===== src/rtl/wb_master_xactor.sv =====
// -----------------------------------------------------------------------------
// wb_master_xactor
//   Wishbone classic single-cycle master engine. It takes one request on a
//   valid/ready command port and runs one Wishbone cycle. It then returns the
//   read data and status on a valid/ready response port. Only one transaction
//   is outstanding at a time.
//
//   Optional feature macro: WB_MASTER_TIMEOUT_EN
//     When this macro is defined, a BUS cycle that gets no ack/err within
//     TIMEOUT_CYCLES edges is ended as an error, with rsp_timeout=1.
//     When it is undefined, the engine waits in BUS indefinitely.
//
// Ports
//   clk, rst_n                    clock, asynchronous active-low reset
//   req_valid/req_ready           command handshake
//   req_we/adr/dat/sel            command fields
//   rsp_valid/rsp_ready           response handshake
//   rsp_dat/rsp_err/rsp_timeout   response fields
//   wb_cyc_o..wb_sel_o            Wishbone master outputs
//   wb_dat_i/wb_ack_i/wb_err_i    Wishbone slave returns
//   spurious_cnt                  saturating count of ack/err seen outside BUS
// -----------------------------------------------------------------------------
module wb_master_xactor #(
    parameter int WB_ADDR_WIDTH  = 32,
    parameter int WB_DATA_WIDTH  = 16,
    parameter int TIMEOUT_CYCLES = 16,
    localparam int SEL_W         = WB_DATA_WIDTH / 8
) (
    input  logic                     clk,
    input  logic                     rst_n,
    input  logic                     req_valid,
    output logic                     req_ready,
    input  logic                     req_we,
    input  logic [WB_ADDR_WIDTH-1:0] req_adr,
    input  logic [WB_DATA_WIDTH-1:0] req_dat,
    input  logic [SEL_W-1:0]         req_sel,
    output logic                     rsp_valid,
    input  logic                     rsp_ready,
    output logic [WB_DATA_WIDTH-1:0] rsp_dat,
    output logic                     rsp_err,
    output logic                     rsp_timeout,
    output logic                     wb_cyc_o,
    output logic                     wb_stb_o,
    output logic                     wb_we_o,
    output logic [WB_ADDR_WIDTH-1:0] wb_adr_o,
    output logic [WB_DATA_WIDTH-1:0] wb_dat_o,
    output logic [SEL_W-1:0]         wb_sel_o,
    input  logic [WB_DATA_WIDTH-1:0] wb_dat_i,
    input  logic                     wb_ack_i,
    input  logic                     wb_err_i,
    output logic [7:0]               spurious_cnt
);

    // state | meaning
    // IDLE  | ready for a request; req_ready=1
    // BUS   | Wishbone cycle in progress; cyc=stb=1
    // RESP  | response presented; waiting for rsp_ready
    typedef enum logic [1:0] {ST_IDLE = 2'd0, ST_BUS = 2'd1, ST_RESP = 2'd2} state_t;

    if (TIMEOUT_CYCLES < 1) begin : g_bad_timeout
        $error("TIMEOUT_CYCLES must be at least 1");
    end

    state_t r_state;
    state_t w_next;

    logic                     w_accept;
    logic                     w_timeout;
    logic                     w_bus_end;
    logic                     r_we;
    logic [WB_ADDR_WIDTH-1:0] r_adr;
    logic [WB_DATA_WIDTH-1:0] r_dat;
    logic [SEL_W-1:0]         r_sel;
    logic [WB_DATA_WIDTH-1:0] r_rsp_dat;
    logic                     r_rsp_err;
    logic                     r_rsp_timeout;
    logic [7:0]               r_spur_cnt;

    assign w_accept  = req_valid && req_ready;
    assign w_bus_end = (r_state == ST_BUS) && (wb_ack_i || wb_err_i || w_timeout);

`ifdef WB_MASTER_TIMEOUT_EN
    localparam int TW = $clog2(TIMEOUT_CYCLES + 1);
    logic [TW-1:0] r_tmo_cnt;

    // Down-counter is loaded on acceptance, so it reaches zero on the
    // TIMEOUT_CYCLES-th BUS edge.
    always_ff @(posedge clk or negedge rst_n) begin
        if (!rst_n) begin
            r_tmo_cnt <= '0;
        end else if (w_accept) begin
            r_tmo_cnt <= TW'(TIMEOUT_CYCLES - 1);
        end else if (r_state == ST_BUS && r_tmo_cnt != '0) begin
            r_tmo_cnt <= r_tmo_cnt - 1'b1;
        end
    end

    // An ack or err on the terminal edge wins over the timeout.
    assign w_timeout = (r_state == ST_BUS) && (r_tmo_cnt == '0) && !wb_ack_i && !wb_err_i;
`else
    assign w_timeout = 1'b0;
`endif

    always_ff @(posedge clk or negedge rst_n) begin
        if (!rst_n) begin
            r_state <= ST_IDLE;
        end else begin
            r_state <= w_next;
        end
    end

    always_comb begin
        w_next = r_state;
        case (r_state)
            ST_IDLE: if (w_accept)               w_next = ST_BUS;
            ST_BUS:  if (w_bus_end)              w_next = ST_RESP;
            ST_RESP: if (rsp_ready)              w_next = ST_IDLE;
            default:                             w_next = ST_IDLE;
        endcase
    end

    // cyc/stb follow the state register directly. This lets them fall
    // together with an asynchronous reset.
    always_comb begin
        req_ready = (r_state == ST_IDLE) && rst_n;
        wb_cyc_o  = (r_state == ST_BUS);
        wb_stb_o  = (r_state == ST_BUS);
        rsp_valid = (r_state == ST_RESP);
    end

    // Bus fields keep their last values after the cycle ends.
    always_ff @(posedge clk or negedge rst_n) begin
        if (!rst_n) begin
            r_we  <= 1'b0;
            r_adr <= '0;
            r_dat <= '0;
            r_sel <= '0;
        end else if (w_accept) begin
            r_we  <= req_we;
            r_adr <= req_adr;
            r_dat <= req_dat;
            r_sel <= req_sel;
        end
    end

    always_ff @(posedge clk or negedge rst_n) begin
        if (!rst_n) begin
            r_rsp_dat     <= '0;
            r_rsp_err     <= 1'b0;
            r_rsp_timeout <= 1'b0;
        end else if (w_bus_end) begin
            r_rsp_err     <= wb_err_i || w_timeout;
            r_rsp_timeout <= w_timeout;
            r_rsp_dat     <= (wb_ack_i && !wb_err_i && !r_we) ? wb_dat_i : '0;
        end
    end

    always_ff @(posedge clk or negedge rst_n) begin
        if (!rst_n) begin
            r_spur_cnt <= 8'd0;
        end else if (r_state != ST_BUS && (wb_ack_i || wb_err_i) && r_spur_cnt != 8'hFF) begin
            r_spur_cnt <= r_spur_cnt + 8'd1;
        end
    end

    assign wb_we_o      = r_we;
    assign wb_adr_o     = r_adr;
    assign wb_dat_o     = r_dat;
    assign wb_sel_o     = r_sel;
    assign rsp_dat      = r_rsp_dat;
    assign rsp_err      = r_rsp_err;
    assign rsp_timeout  = r_rsp_timeout;
    assign spurious_cnt = r_spur_cnt;

endmodule


===== config.mk =====
export PLATFORM = sky130hd
export DESIGN_NAME = wb_master_xactor
export DESIGN_NICKNAME = d
export VERILOG_FILES = /design/src/rtl/wb_master_xactor.sv
export SDC_FILE = /design/constraint.sdc
export NUM_CORES = 1
export LEC_CHECK = 0
export ABC_AREA = 1
export CELL_PAD_IN_SITES_DETAIL_PLACEMENT = 1
export CELL_PAD_IN_SITES_GLOBAL_PLACEMENT = 1
export CORE_ASPECT_RATIO = 1.75
export CORE_UTILIZATION = 29
export DETAILED_ROUTE_END_ITERATION = 8
export PLACE_DENSITY_LB_ADDON = 0.1
export SLEW_MARGIN = 25
export SYNTH_ARGS = -nofsm -noshare
export SYNTH_HDL_FRONTEND = slang
export SYNTH_SLANG_ARGS = --single-unit

===== constraint.sdc =====
create_clock -name clk -period 1.6 [get_ports clk]
set_clock_uncertainty 0.05 [all_clocks]
set_input_delay 0.48 -clock clk [delete_from_list [all_inputs] [get_ports clk]]
set_output_delay 0.48 -clock clk [all_outputs]
set_load 0.02 [all_outputs]

==> parameters.txt, run 1 <==
Parameter                              Value

Yosys
  Synthesized netlist net count    ~450
  Top cells by area in the synthesized netlist    sky130_fd_sc_hd__dfrtp_1, sky130_fd_sc_hd__nand2_1, sky130_fd_sc_hd__nand3_1
  Synth area leader    sky130_fd_sc_hd__dfrtp_1
  Post-synth top area share    0.600
  Unique cell type count in the Yosys netlist    22
  Post-synthesis sequential area ratio    0.600
  Count of yosys warnings during synthesis    0
  Avg Synthesized Cell Area    between 8 and 9 µm²
  Number of register bits inferred by synthesis    78
  Post-synth design cell area    3250 µm²
  Cell count after synthesis    ~370

STA
  Highest clock frequency the design can meet    between 0.5 and 0.6 GHz
  Period Utilization, post-route    1.13
  Unrepaired setup endpoints after global routing    yes
  Final hold violation count    0
  Final count of negative-setup-slack endpoints    53
  Rel. slew slack    0.500
  Post-route minimum period    around 1.8 ns
  Max-slew violation total from the final report    0
  Min setup slack post-route    -0.201 ns
  Slew at the pin closest to its max-slew limit    0.750 ns

CTS
  Clock tree from TritonCTS    done
  Root Driver    sky130_fd_sc_hd__clkbuf_16
  Sink Count    78
  Clock tree buffer depth    2
  # H-tree levels    3
  Clock latency on the worst-skew pair    0.34 ns
  Clock buffer count from CTS    9
  Clock slew at reported path FFs    roughly 0.06 ns

Detailed routing
  Post-detailed-routing wire length    ~12000 µm
  Remaining antenna violation count after routing    0
  Wire per inst    roughly 17 µm
  Total iterations of the first detailed-routing run    4
  Residual DRC count    0
  Overall via count from detail_route    around 3300
  Via-to-Cell Ratio    ~4.7
  Initial DRC count    approximately 100

Pwr
  Power density over the cells    approximately 1400 nW/µm²
  Leakage Power    approximately 3 nW
  Highest ir drop seen on vdd    0.888 mV

Floorplanning
  Starting Density    0.301
  Number of ports placed on the die boundary    roughly 150
  Floorplan Core Area    ~11000 µm²
  DIE WIDTH    82.1 µm
  Count of standard-cell rows    50
  Vertical die dimension    roughly 140 µm
  Floorplan die area    11700 µm²

GRT
  Total overflow reported by the global router    0
  Number of global-route vias before repair    3314
  Global-route wire length before repair    around 16000 µm
  Number of antenna violations at the first check in global routing    0
  Pin count of the biggest net entering global routing    79
  Global router's overall resource usage    0.189

Worst setup path
  Capture point of the worst reg-to-reg path    wb_we_o
  Cell chain of the critical path    buf_6, nor3b_4, buf_6
  Total stage count of the critical path    3
  Maximum single-stage delay on the critical path    roughly 0.38 ns
  Crit. Startpoint    r_state[1]
  Worst Reg-to-Reg Cells    7
  R2r setup slk    -0.07 ns
  Bufs and invs on worst path    2
  Most used cell, CP    sky130_fd_sc_hd__buf_6
  Type of element launching the critical path    flop
  Startpoint of the worst-slack reg-to-reg timing path    r_state[1]
  Worst setup path category    reg2out
  Peak fanout along the critical path    2
  Endpoint type of the worst setup path    primary output
  Highest-delay cell along the critical path    sky130_fd_sc_hd__dfrtp_1
  Arrival time reported for the critical path endpoint    roughly 1.3 ns
  Required time worst endpoint    1.07 ns
  Kind of cell with the highest combined delay on the critical path    flip-flops

Status
  Violations in the final reports    negative setup slack
  Status    complete, but fails checks

Finish
  Utilization after layout    0.554
  Most common cell after layout, fill and taps aside    sky130_fd_sc_hd__nand2_1
  Antenna diodes    0
  Fraction of final layout cells with drive strength greater than 1    0.340
  Leading cell types in the layout, fill and taps excluded    sky130_fd_sc_hd__nand2_1, sky130_fd_sc_hd__dfrtp_1, sky130_fd_sc_hd__clkdlybuf4s50_1
  Area growth syn-to-layout    84.2%
  Final #Nets    approximately 640
  Filler Cell Count    1252
  Non-Filler Instances    697

Place
  DP Wirelength    between 7000 and 8000 µm
  Final weighted congestion of routability-driven global placement    a little under 0.8
  Inst Count DP    approximately 660
  I/O Buffers    approximately 150

Min path
  Type of the tightest min-delay check    in2async

Flow run
  MaxCap Viol Count    0
## sequential cells by signal, indices dropped and copies added, names as in the netlist
| register | count |
|---|---|
| wb_adr_o | 32 |
| rsp_dat | 16 |
| wb_dat_o | 16 |
| spurious_cnt | 8 |
| r_state | 2 |
| wb_sel_o | 2 |
| rsp_err | 1 |
| wb_we_o | 1 |
## synthesized netlist by cell type
library cell               count
sky130_fd_sc_hd__nor2_4        1
sky130_fd_sc_hd__buf_4         2
sky130_fd_sc_hd__o21ai_0       7
sky130_fd_sc_hd__nand4_4       1
sky130_fd_sc_hd__nand4_1       1
sky130_fd_sc_hd__o21a_1        1
sky130_fd_sc_hd__buf_2        11
sky130_fd_sc_hd__o31ai_1       1
sky130_fd_sc_hd__ha_1          1
sky130_fd_sc_hd__o21ai_1      11
sky130_fd_sc_hd__nor2_1        9
sky130_fd_sc_hd__xor2_1        1
sky130_fd_sc_hd__nand3_1      54
sky130_fd_sc_hd__inv_1        27
sky130_fd_sc_hd__nor3b_4       1
sky130_fd_sc_hd__dfrtp_1      78
sky130_fd_sc_hd__xnor2_1       2
sky130_fd_sc_hd__conb_1        1
sky130_fd_sc_hd__clkbuf_2      1
sky130_fd_sc_hd__nand2_2       2
sky130_fd_sc_hd__clkbuf_1      6
sky130_fd_sc_hd__nand2_1     155
## per-layer routing
metal / track usage / up-vias / part of all wire
met4: 0.0849 / 0 / 0.029
li1: - / 1549 / -
met3: 0.0571 / 24 / 0.053
met5: 0 / - / 0
met2: 0.334 / 111 / 0.58
met1: 0.200 / 1597 / 0.34
## how the worst max path moves through the flow
stage / end / slack [ns]
4_1_cts: req_ready / -0.22
2_1_floorplan: req_ready / 0.1
3_5_place_dp: req_ready / -0.39
3_3_place_gp: req_ready / -0.39
6_report: req_ready / -0.20
5_1_grt: req_ready / -0.27
## where the power goes
part           total [mW]  switching, mW  internal, mW
Clock                2.35          0.789          1.56
Sequential           2.93          0.425          2.50
Combinational        3.37           1.88          1.50
Total                8.65           3.09          5.56
## cell families (layout without fill, tap and decap cells)
group | count (synthesis) | in the layout | share of synthesized area
AND/OR/NAND/NOR | 224 | 225 | 0.294
XOR/XNOR | 3 | 3 | 0.00808
other | 1 | 1 | 0.00115
buffers and inverters | 47 | 239 | 0.0611
flip-flops | 78 | 78 | 0.600
adder cells (fa/ha/maj) | 1 | 1 | 0.00384
AO/OA/AOI/OAI | 20 | 20 | 0.0323
## repair_timing
action	4_1_cts	5_1_grt
hold buffers	0	0
setup buffers	1	7
endpoints found under the setup margin	120	107
resized for setup	111	221
cloned	0	11
pin swaps	1	11
## final cells by class
type / instances / area (µm²) / area share
clock buffer: 11 / 243 / 0.0405
multi-input combinational: 250 / 1510 / 0.252
inverter: 27 / 104 / 0.0173
clock inverter: 4 / 95.1 / 0.0159
tap: 130 / 163 / 0.0271
sequential: 78 / 1950 / 0.326
timing repair buffer: 197 / 1930 / 0.322
## metrics by stage
step	setup TNS, ns	worst slack, ns	power [mW]	hold WS (ns)	area [µm²]
floorplan	0	0.0950	4.23	0.134	3250
global placement	-12.95	-0.390	5.94	0.403	5080
detailed placement	-14.47	-0.388	6.03	0.410	5080
CTS	-2.26	-0.223	8.06	0.262	5360
global route	-6.49	-0.271	9.11	0.292	5990
finish	-1.88	-0.201	8.65	0.231	5990
(Power assumes the default switching activity.)
==> inputs of run 2 (changes only) <==
- CORE_ASPECT_RATIO: 1.75 -> 1.2
- SKIP_CTS_REPAIR_TIMING: unset -> 1
==> run 2 against run 1 <==
  * The flow still finishes with violations (negative setup slack)
  * First-iteration DRC count rose by 42%
  * Global-route usage shrank 0.93 points
  * Wire length shrank 13%
  * Final cell count shrank 1.4%
  * Maximum frequency up 4.2%
  * Die area decreased by 0.13%
  * Critical endpoint is now rsp_valid
==> parameters.txt, run 2 (synthesis results as in run 1) <==
Parameter                              Value

Worst setup path
  Cell chain of the critical path    buf_4, inv_1, nor2_1, buf_4 (was buf_6, nor3b_4, buf_6)
  Endpoint type of the worst setup path    primary output (unchanged)
  Highest-delay cell along the critical path    sky130_fd_sc_hd__dfrtp_1 (unchanged)
  Type of element launching the critical path    flop (unchanged)
  R2r setup slk    0.09 ns (was -0.07 ns)
  Most used cell, CP    sky130_fd_sc_hd__buf_4 (was sky130_fd_sc_hd__buf_6)
  Required time worst endpoint    1.07 ns (about the same)
  Arrival time reported for the critical path endpoint    1.20 ns (was 1.27 ns)
  Peak fanout along the critical path    2 (unchanged)
  Worst Reg-to-Reg Cells    7 (unchanged)
  Worst setup path category    reg2out (unchanged)
  Maximum single-stage delay on the critical path    0.41 ns (was 0.38 ns)

STA
  Rel. slew slack    0.634 (was 0.500)
  Unrepaired setup endpoints after global routing    yes (unchanged)
  Final count of negative-setup-slack endpoints    4 (was 53)
  Final hold violation count    0 (unchanged)
  Post-route minimum period    1.73 ns (was 1.80 ns)
  Min setup slack post-route    -0.128 ns (was -0.201 ns)
  Highest clock frequency the design can meet    0.579 GHz (was 0.555 GHz)
  Hold Slack    0.161 ns (was 0.231 ns)
  Slew at the pin closest to its max-slew limit    0.549 ns (was 0.750 ns)
  Max-slew violation total from the final report    0 (unchanged)
  Period Utilization, post-route    1.08 (was 1.13)

Pwr
  Sw Share    0.328 (was 0.357)
  Total power    8.29 mW (was 8.65 mW)
  Sw Pwr    2.72 mW (was 3.09 mW)
  Highest ir drop seen on vdd    0.562 mV (was 0.888 mV)
  Total internal power    5.58 mW (was 5.56 mW)
  Part of the total power dissipated in the clock network    0.288 (was 0.271)
  Leakage Power    3.71 nW (was 2.99 nW)
  Relative contribution of sequential cells to total power    0.336 (was 0.339)
  Power density over the cells    1450 nW/µm² (was 1440 nW/µm²)
  Share of power burned in combinational logic    0.377 (was 0.390)

Place
  Post-place setup slack    -0.420 ns (was -0.388 ns)
  DP Wirelength    7170 µm (was 7460 µm)
  I/O Buffers    152 (unchanged)
  Final weighted congestion of routability-driven global placement    0.723 (was 0.788)
  Inst Count DP    666 (was 663)

Finish
  Non-Filler Instances    687 (was 697)
  Filler Cell Count    1243 (was 1252)
  Final #Nets    624 (was 637)
  Antenna diodes    0 (unchanged)
  Leading cell types in the layout, fill and taps excluded    sky130_fd_sc_hd__nand2_1, sky130_fd_sc_hd__dfrtp_1, sky130_fd_sc_hd__dlymetal6s2s_1 (was sky130_fd_sc_hd__nand2_1, sky130_fd_sc_hd__dfrtp_1, sky130_fd_sc_hd__clkdlybuf4s50_1)
  Area growth syn-to-layout    76.1% (was 84.2%)
  Most common cell after layout, fill and taps aside    sky130_fd_sc_hd__nand2_1 (unchanged)
  Fraction of final layout cells with drive strength greater than 1    0.114 (was 0.340)
  Largest register FFs    32 (unchanged)

Detailed routing
  Overall via count from detail_route    3134 (was 3281)
  Wire per inst    15.1 µm (was 17.2 µm)
  Remaining antenna violation count after routing    0 (unchanged)
  Total iterations of the first detailed-routing run    4 (unchanged)
  Initial DRC count    146 (was 103)
  Post-detailed-routing wire length    10400 µm (was 12000 µm)
  Via-to-Cell Ratio    4.56 (was 4.71)
  Residual DRC count    0 (unchanged)

GRT
  Total overflow reported by the global router    0 (unchanged)
  Number of antenna violations at the first check in global routing    0 (unchanged)
  Number of global-route vias before repair    3311 (was 3314)
  Global-route wire length before repair    16200 µm (was 16300 µm)
  Pin count of the biggest net entering global routing    52 (was 79)
  Global router's overall resource usage    0.180 (was 0.189)

Floorplanning
  Floorplan Core Area    11000 µm² (was 10800 µm²)
  Floorplan die area    11700 µm² (about the same)
  Number of ports placed on the die boundary    154 (unchanged)
  Starting Density    0.296 (was 0.301)
  DIE WIDTH    98.7 µm (was 82.1 µm)
  Count of standard-cell rows    42 (was 50)
  Vertical die dimension    118 µm (was 142 µm)

Flow run
  MaxCap Viol Count    0 (unchanged)

CTS
  Clock buffer count from CTS    9 (unchanged)
  Clock tree buffer depth    2 (unchanged)
  Root Driver    sky130_fd_sc_hd__clkbuf_16 (unchanged)
  # H-tree levels    3 (unchanged)
  Clock latency on the worst-skew pair    0.34 ns (about the same)
  Sink Count    78 (unchanged)
  Clock slew at reported path FFs    0.06 ns (about the same)
  Clock tree from TritonCTS    done (unchanged)

Min path
  Type of the tightest min-delay check    in2async (unchanged)

Status
  Violations in the final reports    negative setup slack (unchanged)
  Status    complete, but fails checks (unchanged)
==> run 2: cell types whose count changed in the layout (fill, tap and decap cells not counted), sizes merged <==
cell,before,now
dlymetal6s2s,0,76
clkbuf,50,15
clkdlybuf4s15,27,0
dlygate4sd2,16,0
buf,45,37
clkinv,1,0
nand2,158,157
==> run 2: path summary, 6_finish.rpt <==
check / endpoint / startpoint
hold / removal: rsp_dat[6] / rst_n
max in group asynchronous: wb_dat_o[0] / rst_n
setup reg to reg: wb_adr_o[3] / r_state[1]
hold reg to reg: wb_dat_o[12] / wb_dat_o[12]
min in group clk: wb_dat_o[12] / wb_dat_o[12]
setup / recovery: rsp_valid / r_state[1]
==> run 2: per-stage QoR <==
step                      utilization  cell area [µm²]  setup TNS [ns]
after CTS                       0.494             5420          -36.12
after detailed placement        0.462             5070          -28.11
after global placement          0.462             5070          -24.63
after floorplan                     -             3250               0
after global routing            0.522             5730          -0.622
final                           0.522             5730          -0.452
==> run 2: metal layers <==
| layer | share of wire | up-vias | global-route usage | wire, µm |
|---|---|---|---|---|
| li1 | - | 1519 | - | - |
| met1 | 0.40 | 1509 | 0.201 | 4120 |
| met2 | 0.52 | 91 | 0.312 | 5440 |
| met3 | 0.059 | 15 | 0.0475 | 609 |
| met4 | 0.023 | 0 | 0.0942 | 238 |
| met5 | 0 | - | 0 | 0 |
==> run 2: layout make-up <==
class                   count  area, µm²  area share
inverters                  27        104      0.0181
flip-flops and latches     78       1950       0.341
clock buffers              13        260      0.0454
well taps                 132        165      0.0288
clock inverters             3       90.1      0.0157
multi-input cells         249       1120       0.195
repair buffers            185       2040       0.356
==> run 2: power groups by stage <==
stage / combinational, mW / clock (mW) / sequential (mW)
floorplan: 0.727 / 0 / 3.51
global placement: 3.10 / 0 / 2.82
detailed placement: 3.15 / 0 / 2.84
CTS: 3.16 / 2.46 / 2.82
global route: 3.38 / 2.53 / 2.86
finish: 3.12 / 2.39 / 2.78
==> run 2: critical path: cells and delay by family (launching register included) <==
family                 cells  cell delay [ns]
flip-flops                 1             0.41
buffers and inverters      3             0.35
AND/OR/NAND/NOR            1             0.10
